[src/rtl/prog_loader_if.sv]
// Byte-stream receive side and instruction-memory write side of the program loader.
// The loader uses the slave modport; the link/memory model uses master.
interface prog_loader_if;
  logic        rx_valid;
  logic [7:0]  rx_data;
  logic        rx_ready;
  logic        imem_we;
  logic [31:0] imem_addr;
  logic [31:0] imem_wdata;

  modport master (
    output rx_valid, rx_data,
    input  rx_ready, imem_we, imem_addr, imem_wdata
  );

  modport slave (
    input  rx_valid, rx_data,
    output rx_ready, imem_we, imem_addr, imem_wdata
  );
endinterface

[src/rtl/prog_loader.sv]
// Boot loader: receives a length-prefixed, XOR-checksummed word stream over a byte
// link, writes it into instruction memory and releases the CPU once the checksum matches.
module prog_loader #(
  parameter logic [31:0] ADDR_BASE = 32'h0000_0000,
  parameter int          MAX_WORDS = 256
) (
  input  logic         clk,
  input  logic         rst,
  input  logic         load_req,
  prog_loader_if.slave bus,
  output logic         cpu_hold,
  output logic         done,
  output logic         err
);

  typedef enum logic [2:0] {
    HDR_HI, HDR_LO, DATA, WR, CHK, DONE, ERR
  } state_t;

  state_t      state_q, state_d;
  logic [15:0] idx_q, idx_d;
  logic [1:0]  cnt_q, cnt_d;
  logic [7:0]  chk_q, chk_d;
  logic [31:0] addr_q, addr_d;
  logic [31:0] wdata_q, wdata_d;
  logic        rx_ready_q, rx_ready_d;
  logic        we_q, we_d;
  logic        hold_q, hold_d;
  logic        done_q, done_d;
  logic        err_q, err_d;

  // Datapath registers that need no reset value.
  logic [15:0] n_q, n_d;
  logic [7:0]  hdr_q, hdr_d;
  logic [31:0] asm_q, asm_d;

  logic        accept;
  logic [15:0] n_w;

  assign accept = bus.rx_valid && rx_ready_q;
  assign n_w    = {hdr_q, bus.rx_data};

  always_comb begin
    state_d = state_q;
    idx_d   = idx_q;
    cnt_d   = cnt_q;
    chk_d   = chk_q;
    addr_d  = addr_q;
    wdata_d = wdata_q;
    n_d     = n_q;
    hdr_d   = hdr_q;
    asm_d   = asm_q;

    if (accept) chk_d = chk_q ^ bus.rx_data;

    case (state_q)
      HDR_HI: if (accept) begin
        hdr_d   = bus.rx_data;
        state_d = HDR_LO;
      end
      HDR_LO: if (accept) begin
        n_d   = n_w;
        idx_d = '0;
        if (n_w == 16'd0)                  state_d = CHK;
        else if ({16'd0, n_w} > MAX_WORDS) state_d = ERR;
        else                               state_d = DATA;
      end
      DATA: if (accept) begin
        asm_d = {asm_q[23:0], bus.rx_data};
        cnt_d = cnt_q + 2'd1;
        if (cnt_q == 2'd3) begin
          // Address and word are latched on entry so they are valid for the whole WR cycle.
          state_d = WR;
          addr_d  = ADDR_BASE + {14'd0, idx_q, 2'b00};
          wdata_d = {asm_q[23:0], bus.rx_data};
        end
      end
      WR: begin
        idx_d   = idx_q + 16'd1;
        state_d = (idx_q + 16'd1 == n_q) ? CHK : DATA;
      end
      CHK: if (accept) begin
        state_d = (bus.rx_data == chk_q) ? DONE : ERR;
      end
      DONE, ERR: if (load_req) begin
        state_d = HDR_HI;
        idx_d   = '0;
        chk_d   = '0;
        cnt_d   = '0;
      end
      default: state_d = HDR_HI;
    endcase

    rx_ready_d = (state_d == HDR_HI) || (state_d == HDR_LO) ||
                 (state_d == DATA)   || (state_d == CHK);
    we_d       = (state_d == WR);
    hold_d     = (state_d != DONE);
    done_d     = (state_d == DONE);
    err_d      = (state_d == ERR);
  end

  always_ff @(posedge clk or negedge rst) begin
    if (!rst) begin
      state_q    <= HDR_HI;
      idx_q      <= '0;
      cnt_q      <= '0;
      chk_q      <= '0;
      addr_q     <= ADDR_BASE;
      wdata_q    <= '0;
      rx_ready_q <= 1'b1;
      we_q       <= 1'b0;
      hold_q     <= 1'b1;
      done_q     <= 1'b0;
      err_q      <= 1'b0;
    end else begin
      state_q    <= state_d;
      idx_q      <= idx_d;
      cnt_q      <= cnt_d;
      chk_q      <= chk_d;
      addr_q     <= addr_d;
      wdata_q    <= wdata_d;
      rx_ready_q <= rx_ready_d;
      we_q       <= we_d;
      hold_q     <= hold_d;
      done_q     <= done_d;
      err_q      <= err_d;
    end
  end

  always_ff @(posedge clk) begin
    n_q   <= n_d;
    hdr_q <= hdr_d;
    asm_q <= asm_d;
  end

  assign bus.rx_ready   = rx_ready_q;
  assign bus.imem_we    = we_q;
  assign bus.imem_addr  = addr_q;
  assign bus.imem_wdata = wdata_q;
  assign cpu_hold       = hold_q;
  assign done           = done_q;
  assign err            = err_q;

endmodule

[src/flat_wrapper.sv]
// flat-port wrapper written by rule: the top's interface ports become plain ports
module prog_loader_flat 
#(
  parameter logic [31:0] ADDR_BASE = 32'h0000_0000,
  parameter int          MAX_WORDS = 256
)
  (clk, rst, load_req, cpu_hold, done, err, bus_rx_valid, bus_rx_data, bus_rx_ready, bus_imem_we, bus_imem_addr, bus_imem_wdata);
  prog_loader_if bus_i ();
  input  logic clk;
  input  logic rst;
  input  logic load_req;
  output logic cpu_hold;
  output logic done;
  output logic err;
  input wire logic [$bits(bus_i.rx_valid)-1:0] bus_rx_valid;
  input wire logic [$bits(bus_i.rx_data)-1:0] bus_rx_data;
  output wire logic [$bits(bus_i.rx_ready)-1:0] bus_rx_ready;
  output wire logic [$bits(bus_i.imem_we)-1:0] bus_imem_we;
  output wire logic [$bits(bus_i.imem_addr)-1:0] bus_imem_addr;
  output wire logic [$bits(bus_i.imem_wdata)-1:0] bus_imem_wdata;
  assign bus_i.rx_valid = bus_rx_valid;
  assign bus_i.rx_data = bus_rx_data;
  assign bus_rx_ready = bus_i.rx_ready;
  assign bus_imem_we = bus_i.imem_we;
  assign bus_imem_addr = bus_i.imem_addr;
  assign bus_imem_wdata = bus_i.imem_wdata;
  prog_loader #(.ADDR_BASE(ADDR_BASE), .MAX_WORDS(MAX_WORDS)) u_core (.clk(clk), .rst(rst), .load_req(load_req), .bus(bus_i), .cpu_hold(cpu_hold), .done(done), .err(err));
endmodule
[config.mk]
export PLATFORM = sky130hd
export DESIGN_NAME = prog_loader_flat
export DESIGN_NICKNAME = d
export VERILOG_FILES = /design/src/rtl/prog_loader_if.sv /design/src/rtl/prog_loader.sv /design/src/flat_wrapper.sv
export SDC_FILE = /design/constraint.sdc
export NUM_CORES = 1
export LEC_CHECK = 0
export ABC_CLOCK_PERIOD_IN_PS = 5400
export CAP_MARGIN = 20
export CORE_MARGIN = 10
export CORE_UTILIZATION = 50
export DETAILED_ROUTE_END_ITERATION = 12
export DONT_BUFFER_PORTS = 1
export GPL_TIMING_DRIVEN = 1
export PLACE_DENSITY = 0.68
export SLEW_MARGIN = 25
export SYNTH_ARGS = -nofsm -noshare
export SYNTH_HDL_FRONTEND = slang
export SYNTH_SLANG_ARGS = --single-unit
[constraint.sdc]
create_clock -name clk -period 5.4 [get_ports clk]
set_clock_uncertainty 0.05 [all_clocks]
set_input_delay 1.62 -clock clk [delete_from_list [all_inputs] [get_ports clk]]
set_output_delay 1.62 -clock clk [all_outputs]
set_load 0.05 [all_outputs]
# After elaboration in Yosys (flattened, before gate mapping)
# Index checks and enable logic that the tools add are counted.
[word_totals] regBits=130 in_bits=12
[classes] add_sub_neg=2 n_reduce_logical=16 order_cmp=1 bitwise_logic=1 mux=20 n_eq_ne=19
[ops] cell="one-hot mux 16 bit (3 select lines)" count=1
[ops] cell="2-to-1 mux 16 bit" count=2
[ops] cell="2-to-1 mux 3 bit" count=9
[ops] cell="2-to-1 mux 8 bit" count=3
[ops] cell="equality test 3 bit, second input constant" count=6
[ops] cell="one-hot mux 3 bit (6 select lines)" count=1
[ops] cell="adder 16 x 1 -> 16 bit, second input constant" count=1
[ops] cell="equality test 16 bit" count=1
[ops] cell="> comparator 16 x 9 -> 1 bit, second input constant" count=1
[ops] cell="zero test 16 bit" count=1
[ops] cell="equality test 3 x 2 -> 1 bit, second input constant" count=4
[ops] cell="AND reduction 3 bit" count=3
[ops] cell="equality test 8 bit" count=1
[ops] cell="XOR 8 bit" count=1
[ops] cell="equality test 3 x 1 -> 1 bit, second input constant" count=2
[ops] cell="zero test 3 bit" count=2
[ops] cell="2-to-1 mux 2 bit" count=3
[ops] cell="AND reduction 2 bit" count=3
[ops] cell="inequality test 2 x 1 -> 1 bit, second input constant" count=2
[ops] cell="one-hot mux 2 bit (2 select lines)" count=1
[ops] cell="logical OR 1 bit" count=3
[ops] cell="inequality test 3 bit, second input constant" count=1
[ops] cell="nonzero test 3 bit" count=1
[ops] cell="adder 2 x 1 -> 2 bit, second input constant" count=1
[ops] cell="other kinds (5)" count=5

# Longest topological paths before layout
# Gate-level depths: netlist of run 1.
[logic_depth] ltp_word=9 ltp_mapped=10 ltp_nobuf=8

# Worst setup path before layout of run 1
# Ideal clock, no wire load.
[synth_path] path_type="input to register" start="input port bus_rx_valid" end="register u_core.addr_q[10] (netlist: u_core.bus.imem_addr[10])" stages=8 slack_ns=1.572 path_buffers=3 arrival_time_ns=3.653 path_cell_list="nand2_1 > nor3_1 > and2_1 > clkbuf_1 > nand2_1 > buf_2 > buf_8 > mux2_2"
[synth_via] elab_chain_cells=2
[synth_rtl] element="start: declaration" line_no="flat_wrapper.sv:15" rtl="input wire logic [$bits(bus_i.rx_valid)-1:0] bus_rx_valid;"
[synth_rtl] element="logical AND 1 bit" line_no="prog_loader.sv:40" rtl="assign accept = bus.rx_valid && rx_ready_q;"
[synth_rtl] element="AND reduction 3 bit (no source line)"
[synth_rtl] element="end signal: assignment" line_no="prog_loader.sv:120" rtl="addr_q <= addr_d;"
[synth_rtl] element="end: declaration" line_no="prog_loader.sv:24" rtl="logic [31:0] addr_q, addr_d;"
# No other way between the ends.
# A chain may end at the register's enable or synchronous reset.

# Worst setup path in the final report of run 1
[layout_path] start="input port bus_rx_valid" end="register u_core.wdata_q[14] (netlist: u_core.bus.imem_wdata[14])"
[layout_via] elab_chain_cells=2
[layout_rtl] element="logical AND 1 bit" line_no="prog_loader.sv:40"
[layout_rtl] element="AND reduction 3 bit (no source line)"
[layout_rtl] element="end signal: assignment" line_no="prog_loader.sv:121" rtl="wdata_q <= wdata_d;"
[layout_rtl] element="end: declaration" line_no="prog_loader.sv:25" rtl="logic [31:0] wdata_q, wdata_d;"
# No other way between the ends.

==> impl.org, run 1 <==
** Worst setup path
- Start point of the critical path :: bus_rx_valid
- The worst setup path is of the in2reg kind.
- Data required time at the worst endpoint :: 5.64 ns
- Worst Path Arrival :: 3.33 ns
- Slowest stage cell, crit path :: sky130_fd_sc_hd__nand2_4
- Worst reg2reg setup slack :: 2.64 ns
- Worst Setup EP :: u_core.bus.imem_wdata[14]
- In this run the critical register-to-register path is launched from u_core.idx_q[0].
- STA classifies the critical path endpoint as a register.
- Count of cells along the worst register-to-register path :: 8
- The worst setup path is launched from an input pin.
- In this run the critical register-to-register path is captured at u_core.bus.rx_ready.
- Worst-path maximum fanout :: 49
- For this run, the slowest stage of the critical path takes 0.45 ns.
- Traced cell by cell, the critical path runs through nand2_1 -> nor3_1 -> and2_1 -> buf_4 -> nand2_4 -> mux2_2.

** STA
- Setup violations remaining at the end of the flow were counted as 0.
- TNS Setup :: 0 ns
- Slew Limit Headroom :: 42.4%
- Static timing analysis puts the maximum clock frequency at 323 MHz.
- Final hold violation count :: 0
- After layout, the worst setup slack is 2.31 ns.
- Portion of the clock cycle consumed by the worst path in the final layout :: 57.3%
- Total count of max-transition violations in the final report :: 0
- The worst path needs 3.09 ns of the cycle, external delays included.
- Setup repair after global routing left no endpoint under its margin.
- For the pin with the worst max-slew slack, the measured transition is 0.862 ns.

** Routing
- Summing over every cut layer, the via total after detailed routing is 3419.
- Routed wire per std cell :: 18.8 um
- The detailed router finished its first iteration with 180 violations.
- The count of nets left with antenna violations once routing finished came out at 0.
- Post-detailed-route DRC marker count :: 0
- Number of detailed-route iterations in the first pass :: 5
- In the routed layout, each cell is associated on average with a via count of 5.60.
- For this block, the routed nets add up to 11500 um of wire.

** Yosys
- The synthesized netlist occupies a cell area of 5870 um2.
- For this run, asynchronously set or reset flops after synthesis account for 63.1%.
- Synthesis inferred 130 register bits.
- Number of standard cells after synthesis :: 460
- Ranked by instance count, the synthesized netlist is headed by 80 x sky130_fd_sc_hd__dfrtp_1, 49 x sky130_fd_sc_hd__mux2_2, 48 x sky130_fd_sc_hd__edfxtp_1.
- After synthesis, the netlist uses 64 different library cells.
- Sequential elements use 59.5% of the synthesized area.
- Cell type contributing the most total cell area after synthesis :: sky130_fd_sc_hd__dfrtp_1
- Synthesized area divided by synthesized cell count :: 12.8 um2
- By instance count, the leading cell after synthesis is sky130_fd_sc_hd__dfrtp_1.
- Of the post-synthesis cell area, the dominant cell type holds 34.1%.
- Prevailing post-synth register cell :: sky130_fd_sc_hd__dfrtp_1
- Total number of yosys warnings :: 0
- The synthesized design contains 48 enable-type register cells.
- Dominant cells by area after synthesis :: sky130_fd_sc_hd__dfrtp_1 34%, sky130_fd_sc_hd__edfxtp_1 25%, sky130_fd_sc_hd__mux2_2 9.4%, sky130_fd_sc_hd__xor2_1 3.9%, sky130_fd_sc_hd__buf_4 2.7%

** Pwr
- For this design the ratio of total power to cell area is 568 nW/um2.
- Worst vdd ir :: 0.343 mV
- Pwr Total :: 3630 uW
- For this design the static power due to leakage is 0.00270 uW.

** Clock network
- Post-CTS timing repair inserted 0 buffers for setup.
- Clock-pin slew was measured on the worst setup and hold paths at 0.05 ns.
- Clock tree synthesis found a total of 130 sinks.
- Number of hold buffers added after cts :: 0
- Clock tree synthesis selected as its root buffer the cell sky130_fd_sc_hd__clkbuf_16.
- Count of instances resized after the clock tree is built :: 0
- TritonCTS built the clock tree.
- Buffers inserted during clock tree synthesis total 17.
- CTS built an H-tree with a depth of 4.
- Clock latency on the worst-skew pair, taken at its later pin, is 0.41 ns.
- Maximum buffer depth of the clock tree :: 2

** Finish
- ANT cells :: 0
- The area growth from synthesis to layout is 8.90%.
- The filler cells instantiated in the layout total 961.
- The post-route netlist has 21.0% of its cells at a drive strength greater than 1.
- Area of all sequential standard cells :: 3500 um2
- Area of the multi-input gates :: 2120 um2
- Final net count :: 468

** Place
- The congestion estimate from routability-driven global placement came to 0.873.
- Count of input and output buffers :: 0
- Pre-CTS WS :: 1.88 ns
- After legalization and detailed placement, the total HPWL measured 7900 um.

** Global routing
- The initial antenna violation count is 0.
- Across every metal layer, demand over resource in global routing totals 14.5%.
- GR Overflow Total :: 0
- Pin count of the biggest net entering global routing :: 83
- Number of global-route vias before repair :: 3474
- The first global-routing pass estimated 18700 um of wire.

** Run
- Max-capacitance violation count :: 0

** Floorplanning
- Width of the die :: 128 um
- Row count :: 39
- Core area :: 11500 um2
- 81 I/O pins were placed.
- Die span in y :: 128 um
- For this configuration, the core starts out at a cell density of 51.2%.
- The floorplan step defined a die boundary enclosing 16500 um2.

** Status
- The run finished with clean final reports.

** Hold path
- Tightest Hold Check Type :: reg2reg
-- cell usage in the layout (no fill, tap or decap), types with 2 or more instances in the layout --
cell	instances
sky130_fd_sc_hd__o21ai_0	25
sky130_fd_sc_hd__clkinvlp_4	2
sky130_fd_sc_hd__buf_4	2
sky130_fd_sc_hd__clkbuf_8	2
sky130_fd_sc_hd__nand3_1	11
sky130_fd_sc_hd__edfxtp_1	48
sky130_fd_sc_hd__inv_6	3
sky130_fd_sc_hd__o22ai_1	4
sky130_fd_sc_hd__clkbuf_1	2
sky130_fd_sc_hd__nand3b_1	2
sky130_fd_sc_hd__mux2i_1	4
sky130_fd_sc_hd__conb_1	16
sky130_fd_sc_hd__nor2_1	26
sky130_fd_sc_hd__dfrtp_1	80
sky130_fd_sc_hd__and3_1	4
sky130_fd_sc_hd__nand4_1	4
sky130_fd_sc_hd__a211oi_1	2
sky130_fd_sc_hd__a32oi_1	2
sky130_fd_sc_hd__nand4_2	3
sky130_fd_sc_hd__xor2_1	26
sky130_fd_sc_hd__ha_1	2
sky130_fd_sc_hd__o31ai_1	6
sky130_fd_sc_hd__o41ai_1	3
sky130_fd_sc_hd__and4_1	2
sky130_fd_sc_hd__inv_1	6
sky130_fd_sc_hd__o211ai_1	3
sky130_fd_sc_hd__xnor2_1	10
sky130_fd_sc_hd__or3_1	2
sky130_fd_sc_hd__clkinv_2	3
sky130_fd_sc_hd__mux2_2	49
sky130_fd_sc_hd__clkbuf_16	17
sky130_fd_sc_hd__and2_1	7
sky130_fd_sc_hd__nand2_1	29
sky130_fd_sc_hd__a21oi_1	9
sky130_fd_sc_hd__nor4_1	7
sky130_fd_sc_hd__a31oi_1	3
sky130_fd_sc_hd__nor3_1	9
sky130_fd_sc_hd__clkinv_4	2
sky130_fd_sc_hd__dfstp_2	2
-- worst max-delay path: cells and delay by family --
family / cells / cell delay, ns
and+or+nand+nor: 4 / 0.91
muxes: 1 / 0.43
buffers and inverters: 1 / 0.35
-- logic make-up (layout without fill, tap and decap cells) --
logic type	after synthesis	count (layout)	synth area share (%)
other	1	16	0.0639
AND/OR/NAND/NOR	120	120	11.1
adder cells (fa/ha/maj)	3	3	0.596
multiplexers	53	53	10.1
XOR/XNOR	36	36	5.37
AO/OA/AOI/OAI	69	69	7.78
flip-flops	130	130	59.5
buffers and inverters	48	40	5.47
-- layer usage --
metal / global-route usage, % / vias up / routed length, um
li1: - / 1624 / -
met1: 16.4 / 1717 / 4730
met5: 0 / - / 0
met3: 6.61 / 5 / 825
met4: 5.56 / 0 / 99
met2: 23.7 / 73 / 5820
-- metrics by stage --
stage	hold WS, ns	utilization, %	cells	instance area, um2
after floorplan	0.372	-	475	5930
after global placement	0.381	50.8	578	5830
after detailed placement	0.383	50.9	578	5830
after CTS	0.398	55.8	610	6400
after global routing	0.413	55.8	610	6400
final	0.394	55.8	610	6400
-- sequential cells by signal (all words and copies together), names as in the netlist --
signal / flops
u_core.bus.imem_we: 1
u_core.cpu_hold: 1
u_core.bus.imem_wdata: 32
u_core.err: 1
u_core.n_q: 16
u_core.state_q: 3
u_core.done: 1
u_core.bus.imem_addr: 16
u_core.bus.rx_ready: 1
u_core.hdr_q: 8
u_core.cnt_q: 2
u_core.asm_q: 24
u_core.chk_q: 8
u_core.idx_q: 16
-- worst min path at each step --
| stage | from | cells after the start | slack (ns) | end |
|---|---|---|---|---|
| after floorplan | u_core.asm_q[2] | 0 | 0.37 | u_core.asm_q[10] |
| after global placement | u_core.asm_q[4] | 0 | 0.38 | u_core.asm_q[12] |
| after detailed placement | u_core.asm_q[14] | 0 | 0.38 | u_core.asm_q[22] |
| after CTS | u_core.asm_q[14] | 0 | 0.40 | u_core.asm_q[22] |
| after global routing | u_core.asm_q[14] | 0 | 0.41 | u_core.asm_q[22] |
| final | u_core.hdr_q[4] | 0 | 0.39 | u_core.n_q[12] |
-- layout make-up --
| type | instances | share of cell area [%] |
|---|---|---|
| sequential | 130 | 54.7 |
| multi-input combinational | 297 | 33.1 |
| clock buffer | 21 | 7.20 |
| tap | 143 | 2.80 |
| clock inverter | 11 | 1.62 |
| inverter | 6 | 0.352 |
| timing repair buffer | 2 | 0.235 |
-- where the power goes --
part | switching [uW] | leakage (uW) | internal (uW)
Clock | 405 | 0.000274 | 659
Combinational | 293 | 0.000898 | 256
Sequential | 710 | 0.00153 | 1310
Note: power is estimated with default switching activity, not from simulation.
==> inputs of run 2 (changes only) <==
--- a/config.mk
+++ b/config.mk
@@ -5,7 +5,7 @@
 export SDC_FILE = /design/constraint.sdc
 export NUM_CORES = 1
 export LEC_CHECK = 0
-export ABC_CLOCK_PERIOD_IN_PS = 5400
+export ABC_CLOCK_PERIOD_IN_PS = 2900
 export CAP_MARGIN = 20
 export CORE_MARGIN = 10
 export CORE_UTILIZATION = 50
==> constraint.sdc (replaced) <==
create_clock -name clk -period 2.9 [get_ports clk]
set_clock_uncertainty 0.05 [all_clocks]
set_input_delay 0.87 -clock clk [delete_from_list [all_inputs] [get_ports clk]]
set_output_delay 0.87 -clock clk [all_outputs]
set_load 0.05 [all_outputs]
==> run 2 against run 1 <==
Against the previous run:
- clock-buffer cell count grew 1
- highest routed layer unchanged
- flip-flop and latch count did not move
- utilization increased by 0.53 points
- largest cell class unchanged
- largest power group unchanged
==> impl.org, run 2 (synthesis results as in run 1) <==
** Status
- The run finished with clean final reports.

** Global routing
- The initial antenna violation count was 0.
- Wire length of the first global-routing pass :: 19600 um
- Number of global-route vias before repair :: 3530
- Entering global routing, the biggest net connects 83 pins.
- GR Overflow Total :: 0
- Global routing used 15.2% of the available tracks across all layers.

** Floorplanning
- Width of the die :: 128 um
- The die covers 16500 um2.
- The floorplan has 39 rows.
- The initial utilization of the core area, before any placement, comes to 51.2%.
- Number of top-level pins :: 81
- Die span in y :: 128 um
- The total area inside the core boundary comes to 11500 um2.

** Worst setup path
- The setup path with the least slack is of type reg2reg.
- STA classifies the critical path endpoint as a register.
- Data on the critical path is required at its endpoint by 3.17 ns.
- Of all nets on the critical path, the largest fanout is 8.
- The worst setup path is launched from a register.
- For the worst setup path, the data arrival time is 2.84 ns.

** Routing
- In the routed layout, each cell is associated on average with a via count of 5.74.
- Number of detailed-route iterations in the first pass :: 4
- Routed wire per std cell :: 19.7 um
- In this run the remaining antenna-violating nets after routing total 0.
- Summed over all layers, the routed wires come to 12100 um.
- After the first detailed-routing iteration, the DRC count stood at 172.
- Summing over every cut layer, the via total after detailed routing is 3510.
- Post-detailed-route DRC marker count :: 0

** Finish
- After routing the design area is 6460 um2.
- Counting the fill cells in the layout gives 945.
- Leading cell types in the layout, fill and taps excluded :: 80 x sky130_fd_sc_hd__dfrtp_1, 49 x sky130_fd_sc_hd__mux2_2, 48 x sky130_fd_sc_hd__edfxtp_1, 29 x sky130_fd_sc_hd__nand2_1
- Cells fill 56.3% of the core in the end.
- After the last flow step, the layout net total stands at 471.
- 0 antenna diodes ended up in the layout.
- The library cell used most frequently in the layout, excluding fill and tap cells, is sky130_fd_sc_hd__dfrtp_1.
- Area of the multi-input gates :: 2110 um2
- In the final layout, flip-flops and latches occupy 3500 um2.
- Area growth from synthesis to final layout :: 9.95%
- Of the cells placed in the final design, the portion with a size suffix greater than 1 is 20.9%.
- The register with the most flip-flops in the layout has 32 of them.

** Clock network
- CTS H-tree depth :: 4
- CTS saw 130 sinks.
- Post-CTS Setup Inserts :: 0
- Count of instances resized after the clock tree is built :: 0
- Maximum buffer depth of the clock tree :: 2
- After clock tree synthesis, the flow added hold-fix buffers numbering 0.
- Clock tree synthesis inserted a total of 17 buffers.
- Clk_lat worst skew :: 0.42 ns
- Clock edge transition at the registers on the reported setup and hold paths :: 0.05 ns
- Clock tree from TritonCTS :: done
- Root buffer selected by CTS :: sky130_fd_sc_hd__clkbuf_16

** STA
- After layout, the worst path uses 88.8% of the clock period.
- Total count of max-transition violations in the final report :: 0
- Final hold violation count :: 0
- In this run the tightest slew margin relative to its limit is 53.5%.
- TNS Setup :: 0 ns
- The smallest clock period supported by the final layout is computed as 2.57 ns.
- Based on the critical path, the design can be clocked at up to 388 MHz.
- Unrepaired setup endpoints after global routing :: no
- At the pin with the least slew margin, the transition time is 0.695 ns.
- Setup violations remaining at the end of the flow were counted as 0.

** Place
- Half-perimeter wire length of the detailed placement result :: 8230 um
- In this run the cell area measured after placement is 5860 um2.
- Count of input and output buffers :: 0
- At the end of routability-driven placement, the weighted congestion stood at 0.871.

** Pwr
- Worst vdd ir :: 0.636 mV
- Leakage dissipation :: 0.00272 uW
- Power spread over the standard cell area amounts to 1070 nW/um2.

** Hold path
- Tightest Hold Check Type :: in2async

** Run
- Max-cap violations in this run came to 0.
[run 2: metrics by stage]
stage	hold WS (ns)	setup slack (ns)	instances	total power, uW
global route	0.0809	0.0410	612	7260
CTS	0.0864	0.370	612	7000
global placement	0.377	0.460	581	4790
detailed placement	0.383	0.399	581	4840
floorplan	0.372	0.267	475	4570
finish	0.101	0.325	612	6940
[run 2: layout make-up]
cell class | count | share of cell area, %
clock buffer | 22 | 7.19
clock inverter | 9 | 2.03
inverter | 6 | 0.349
multi-input combinational | 297 | 32.7
sequential | 130 | 54.1
tap | 143 | 2.77
timing repair buffer | 5 | 0.775
[run 2: worst paths after layout]
| check | endpoint | cells past startpoint | slack [ns] | from |
|---|---|---|---|---|
| setup / recovery | u_core.bus.rx_ready | 8 | 0.33 | u_core.idx_q[0] |
| hold / removal | u_core.bus.imem_wdata[17] | 0 | 0.10 | rst |
| setup reg to reg | u_core.bus.rx_ready | 8 | 0.33 | u_core.idx_q[0] |
| hold reg to reg | u_core.asm_q[18] | 0 | 0.40 | u_core.asm_q[10] |
| max in group asynchronous | u_core.cpu_hold | 0 | 2.50 | rst |
| min in group clk | u_core.asm_q[18] | 0 | 0.40 | u_core.asm_q[10] |
[run 2: critical path, stage by stage, from the launching register on]
cell                       delay, ns
sky130_fd_sc_hd__dfrtp_1        0.48
sky130_fd_sc_hd__ha_1           0.36
sky130_fd_sc_hd__nand4_2        0.18
sky130_fd_sc_hd__nor2_1         0.32
sky130_fd_sc_hd__nand3_1        0.15
sky130_fd_sc_hd__a221oi_2       0.26
sky130_fd_sc_hd__nand4_1        0.21
sky130_fd_sc_hd__a311o_1        0.39
sky130_fd_sc_hd__o31ai_1        0.07
[run 2: metal layers]
layer,vias up,share of wire (%),global-route usage [%],routed length [um]
met5,-,0,0,0
met4,0,2.1,6.23,248
met3,25,8.9,6.16,1080
met2,126,48,23.8,5810
met1,1728,41,18.2,4940
li1,1631,-,-,-
[run 2: where the power goes]
group | internal [uW] | switching [uW] | total (uW)
sequential | 2440 | 1320 | 3750
combinational | 481 | 561 | 1040
clock | 1390 | 748 | 2140
==> inputs of run 3 (changes only) <==
--- a/config.mk
+++ b/config.mk
@@ -13,7 +13,6 @@
 export DONT_BUFFER_PORTS = 1
 export GPL_TIMING_DRIVEN = 1
 export PLACE_DENSITY = 0.68
-export SLEW_MARGIN = 25
 export SYNTH_ARGS = -nofsm -noshare
 export SYNTH_HDL_FRONTEND = slang
 export SYNTH_SLANG_ARGS = --single-unit
==> results of run 3 <==
No change in the layout: final DEF, timing and power equal those of run 2.
